==> config.mk <==
export PLATFORM = sky130hd
export DESIGN_NAME = input_debouncer
export DESIGN_NICKNAME = d
export VERILOG_FILES = /design/src/rtl/input_debouncer.sv
export SDC_FILE = /design/constraint.sdc
export NUM_CORES = 1
export LEC_CHECK = 0
export BUFFER_PORTS_ARGS = -buffer_cell sky130_fd_sc_hd__buf_4
export CAP_MARGIN = 15
export CORE_UTILIZATION = 35
export CTS_BUF_LIST = sky130_fd_sc_hd__clkbuf_8
export DETAILED_ROUTE_END_ITERATION = 10
export SYNTH_ARGS = -nofsm -noshare
export SYNTH_HDL_FRONTEND = slang
export SYNTH_SLANG_ARGS = --single-unit
==> constraint.sdc <==
create_clock -name clk -period 1.6 [get_ports clk]
set_input_delay 0 -clock clk [delete_from_list [all_inputs] [get_ports clk]]
set_output_delay 0 -clock clk [all_outputs]
set_load 0.02 [all_outputs]
==> src/rtl/input_debouncer.sv <==
`default_nettype none
// ============================================================================
// Module   : input_debouncer
// Brief    : Four-state debouncer. w changes only after N_CYCLES consecutive
//            samples of the opposite level. Optional two-flop input
//            synchronizer is enabled with `define DEBOUNCE_SYNC_EN.
// Revision : 1.0 - initial release
// ============================================================================
module input_debouncer #(
    parameter int unsigned N_CYCLES = 8
) (
    input  logic clk,
    input  logic reset,
    input  logic din,
    output logic w,
    output logic settling
);

    // Bit 1 of the encoding is the debounced level and bit 0 marks a candidate
    // change, so both outputs come straight from state flops.
    typedef enum logic [1:0] {
        LOW    = 2'b00,
        CHK_HI = 2'b01,
        HIGH   = 2'b10,
        CHK_LO = 2'b11
    } state_t;

    localparam logic [15:0] c_last = 16'(N_CYCLES - 1);

    state_t      r_state;
    logic [15:0] r_cnt;
    logic        w_s;

`ifdef DEBOUNCE_SYNC_EN
    logic r_sync1;
    logic r_sync2;

    always_ff @(posedge clk) begin
        if (reset) begin
            r_sync1 <= 1'b0;
            r_sync2 <= 1'b0;
        end else begin
            r_sync1 <= din;
            r_sync2 <= r_sync1;
        end
    end

    assign w_s = r_sync2;
`else
    assign w_s = din;
`endif

    always_ff @(posedge clk) begin
        if (reset) begin
            r_state <= LOW;
            r_cnt   <= 16'd0;
        end else begin
            case (r_state)
                LOW: begin
                    if (w_s) begin
                        r_state <= CHK_HI;
                        r_cnt   <= 16'd1;
                    end else begin
                        r_cnt   <= 16'd0;
                    end
                end
                CHK_HI: begin
                    if (!w_s) begin
                        r_state <= LOW;
                        r_cnt   <= 16'd0;
                    end else if (r_cnt == c_last) begin
                        r_state <= HIGH;
                        r_cnt   <= 16'd0;
                    end else begin
                        r_cnt   <= r_cnt + 16'd1;
                    end
                end
                HIGH: begin
                    if (!w_s) begin
                        r_state <= CHK_LO;
                        r_cnt   <= 16'd1;
                    end else begin
                        r_cnt   <= 16'd0;
                    end
                end
                CHK_LO: begin
                    if (w_s) begin
                        r_state <= HIGH;
                        r_cnt   <= 16'd0;
                    end else if (r_cnt == c_last) begin
                        r_state <= LOW;
                        r_cnt   <= 16'd0;
                    end else begin
                        r_cnt   <= r_cnt + 16'd1;
                    end
                end
                default: begin
                    r_state <= LOW;
                    r_cnt   <= 16'd0;
                end
            endcase
        end
    end

    assign w        = r_state[1];
    assign settling = r_state[0];

endmodule
`default_nettype wire

==> results summary <==
The final routed wirelength across all metal layers came out at roughly 1700 um. The count of nets left with antenna violations once routing finished came out at 0. The largest total area in the synthesized netlist belongs to sky130_fd_sc_hd__dfxtp_1. The overall die width is between 50 and 60 um. TritonCTS built the clock tree. The worst max-slew margin expressed relative to the limit came out at 70.4%. The most used flip-flop cell after synthesis is sky130_fd_sc_hd__dfxtp_1. The largest incremental delay on the critical path is 580 ps. The register clock-pin slew on the reported worst setup and hold paths came out at around 70 ps. The total of max-cap violations is 0.

Counting every instance in the synthesized netlist gives just under 90. The quantity of I/O buffers inserted on ports came out at 4. Detailed placement ended at an HPWL of 1200 um.

At the end of routability-driven placement, the weighted congestion stood at approximately 0.68. The standard-cell row count came out at 17. The critical path data required time is 1740 ps.

The final antenna diode count is 0. The remaining routing DRC violations is 0. The portion of total power attributed to the clock network is between 40% and 50%. The share of the cycle needed by the critical path after routing came out at 104%. The startpoint of the worst setup timing path is r_cnt[10]$_SDFF_PP0_. The sequential power share is 53.3%. The adder and majority gate portion of the synthesized area is 1.53%. The first global-routing pass estimated between 3000 and 4000 um of wire. The number of fillers in the final layout came out at around 220. VDD sags by at most ~0.57 mV.

The post-route met1 wirelength is 829 um. The die is a little over 50 um tall. Setup violations remaining at the end of the flow were counted as 16.

Counting flops with a built-in enable in the synthesized netlist gives 0. The number of instances in the placed design is roughly 140. Setup repair after global routing could not meet its margin everywhere. The via count of the first global-routing pass is approximately 740. In this run the mean area of a mapped cell was 9.19 um^2.

The cell-internal power came out at ~0.00069 W. The total power per unit cell area is between 700 and 800 nW/um^2. The cell area after synthesis came out at approximately 800 um^2. The max-slew violation count is 0.

The synthesized-area fraction occupied by xor and xnor cells came out at between 10% and 20%. The global-route usage over all layers is 17.5%. Of the total power, the share spent switching nets is between 10% and 20%.

The tightest min-delay check is of the input pin to flop type. The fraction of registers with async set/reset is 0%. The critical path goes through or4_4 > nor4_4 > nand3b_4 > nor2_1. The detailed-router iteration count before antenna repair is 4.

By area, the combinational part of the netlist is dominated by simple AND/OR/NAND/NOR gates. In this run the deepest clock path goes through 2 buffers. The number of buffer and inverter stages on the critical path came out at 0.

The maximum number of pins on one net before global-route repair is 11. The critical path start-end classification is flop to flop. The portion of synthesized cell area occupied by the leading cell type is 44.0%. The non-filler instance count after layout came out at about 150.

The power after layout came out at approximately 0.00085 W. The maximum operating frequency came out at roughly 600 MHz. Summed over all nets, wire length on met3 after detailed routing comes to ~26 um.

Along the worst path, the maximum fanout reaches 7. The H-tree level count came out at 1. In this run the critical register-to-register path is launched from r_cnt[10]$_SDFF_PP0_. The fraction of the mapped netlist area in compound gates is less than 1%. The die covers between 2000 and 3000 um^2. The worst-case hold slack came out at around 15 ps.

The number of different library cells in the post-synthesis netlist is 23. The logic gate share of total power came out at 4.1%. The net count after synthesis came out at between 90 and 100. After routing, the total negative slack on setup checks comes to -908 ps. The slew of the pin with the lowest slew margin came out at 442 ps. For this run the aggregate overflow at the end of global routing stands at 0.

STA puts the critical path data arrival time at approximately 1800 ps. The fraction of synthesized area in multiplexers came out at under 10%. The worst setup margin came out at -64.7 ps.

The count of warnings emitted by yosys came out at 0. The commonest cells after synthesis are sky130_fd_sc_hd__dfxtp_1, sky130_fd_sc_hd__nor2_1, sky130_fd_sc_hd__xnor2_1. The flow ran to the end, but the final reports show violations. The cell at the root of the clock tree is sky130_fd_sc_hd__clkbuf_8. The power dissipated by switching net loads is approximately 0.00016 W.

The highest signal layer in the routed design is met4. The placeable core region came out at about 2200 um^2. In this run, synthesis produced a sequential element count of 18. The share of synthesized cell area in and, or, nand and nor gates came out at 33.8%. The total via count after detailed routing is 717. STA classifies the critical path startpoint as a flop. The post-synthesis sequential area ratio came out at 44.0%.

The count of buffers added by post-CTS timing repair for setup is 0. The number of buffers created by CTS is 3. The initial core utilization is 37.0%. The checks that failed: setup timing. The worst setup skew after layout came out at 5.06 ps.

The count of nets after finishing came out at 122. The clock net in this run drives a total of 18 sinks. The final-report hold violation count is 0.

The origin of the worst min-delay path is din. The total met2 wirelength after detailed routing is 867 um. The number of I/O pins is 5. Yosys attributes the largest share of cell area to sky130_fd_sc_hd__dfxtp_1, sky130_fd_sc_hd__xnor2_1, sky130_fd_sc_hd__nor2_1, sky130_fd_sc_hd__xor2_1, sky130_fd_sc_hd__nand4_1. For this block, the initial DRC count from the detailed router was 12.

The initial antenna violation count is 0. On the critical path the largest part of the delay comes from simple AND/OR/NAND/NOR gates. The multi-input combinational cell area came out at 512 um^2. The later pin in the worst-skew pair is clocked with a latency of between 200 and 300 ps.

The analysis attributes to cell leakage a power of 0.433 nW. The slowest stage of the critical path is the sky130_fd_sc_hd__or4_4 cell. The ratio of routed vias to standard cells came out at approximately 5.

The critical path capture point type is a flop. The ratio of cells with drive above 1 in the final layout is between 30% and 40%. The signed area change from the synthesized netlist to the final layout came out at 42.5%. The mean routed wirelength per cell came out at between 10 and 15 um.

At the placement stage, the worst setup path has a slack of -115 ps. The sequential cell area in the final layout came out at approximately 370 um^2. The final critical delay including setup and external delays is 1660 ps.
==> power groups by stage <==
stage	clock [W]	combinational (W)	sequential, W
CTS	0.000379	0.0000341	0.000454
floorplan	0	0.0000122	0.000467
finish	0.000363	0.0000345	0.000454
global route	0.000392	0.0000380	0.000454
detailed placement	0	0.0000280	0.000464
global placement	0	0.0000274	0.000464
==> cell families (layout without fill, tap and decap cells) <==
kind of cell	after synthesis	in the layout
buf+inv	4	31
mux	1	1
simple gates	49	50
compound gates	1	1
flops	18	18
fa+ha+maj	1	1
xor+xnor	15	15
==> metal layers <==
metal / vias to the layer above / global-route usage [%]
met4: 0 / 8.33
met3: 2 / 2.73
met2: 5 / 30.2
met1: 339 / 21.0
li1: 371 / -
met5: - / 0
==> through the flow <==
| step | utilization [%] | area (um^2) |
|---|---|---|
| 2_1_floorplan | - | 856 |
| 3_3_place_gp | 47.6 | 1050 |
| 6_report | 52.7 | 1170 |
| 5_1_grt | 52.7 | 1170 |
| 4_1_cts | 52.2 | 1150 |
| 3_5_place_dp | 47.6 | 1050 |
==> final cells by class <==
| type | count | share of cell area (%) |
|---|---|---|
| clock buffers | 4 | 4.72 |
| inverters | 3 | 0.966 |
| multi-input cells | 68 | 43.9 |
| flip-flops and latches | 18 | 31.4 |
| well taps | 28 | 3.00 |
| repair buffers | 24 | 16.0 |
==> registers in the layout, indices dropped and copies added, names as in the netlist, named ones only <==
register / flops
r_cnt: 16
r_state: 1
==> repair_timing <==
| item | 4_1_cts | 5_1_grt |
|---|---|---|
| resized for setup | 6 | 5 |
| endpoints found under the hold margin | 2 | 0 |
| setup endpoints to repair | 18 | 18 |
| pin swaps | 7 | 1 |
| hold buffers | 1 | 0 |
| gates cloned | 1 | 0 |
==> path summary, 6_finish.rpt <==
path / to / slack [ps] / cells after the start
hold reg to reg: flop / 550 / 2
setup reg to reg: r_cnt[5]$_SDFF_PP0_ / -60 / 4
hold / removal: flop / 20 / 3
setup / recovery: r_cnt[5]$_SDFF_PP0_ / -60 / 4
==> worst min-delay path, delay by kind of cell <==
| kind | cells | cell delay, ps |
|---|---|---|
| mux | 1 | 60 |
| buf+inv | 1 | 90 |
| simple gates | 1 | 80 |
==> cells in the final DEF (no fill, tap or decap) <==
cell	synthesis	routed
sky130_fd_sc_hd__dfxtp_2	0	5
sky130_fd_sc_hd__inv_1	3	3
sky130_fd_sc_hd__ha_4	0	1
sky130_fd_sc_hd__mux2i_1	1	1
sky130_fd_sc_hd__nor3_1	5	5
sky130_fd_sc_hd__xor2_1	4	4
sky130_fd_sc_hd__nor2_1	18	14
sky130_fd_sc_hd__nand3b_4	0	2
sky130_fd_sc_hd__nor4_4	0	2
sky130_fd_sc_hd__or3_1	1	1
sky130_fd_sc_hd__nand4_1	5	5
sky130_fd_sc_hd__and2_1	1	1
sky130_fd_sc_hd__xnor2_1	11	11
sky130_fd_sc_hd__or4_4	1	2
sky130_fd_sc_hd__buf_4	0	22
sky130_fd_sc_hd__o21ai_1	0	1
sky130_fd_sc_hd__nand3_1	3	3
sky130_fd_sc_hd__dfxtp_1	18	13
sky130_fd_sc_hd__or4b_2	1	1
sky130_fd_sc_hd__or4bb_4	0	1
sky130_fd_sc_hd__dlygate4sd3_1	0	1
sky130_fd_sc_hd__nand2_1	4	4
sky130_fd_sc_hd__nor2_2	0	4
sky130_fd_sc_hd__nor4_1	4	4
sky130_fd_sc_hd__buf_6	1	1
sky130_fd_sc_hd__and4_1	1	1
sky130_fd_sc_hd__clkbuf_8	0	4
No activity file was read; power rests on OpenSTA's default activity.
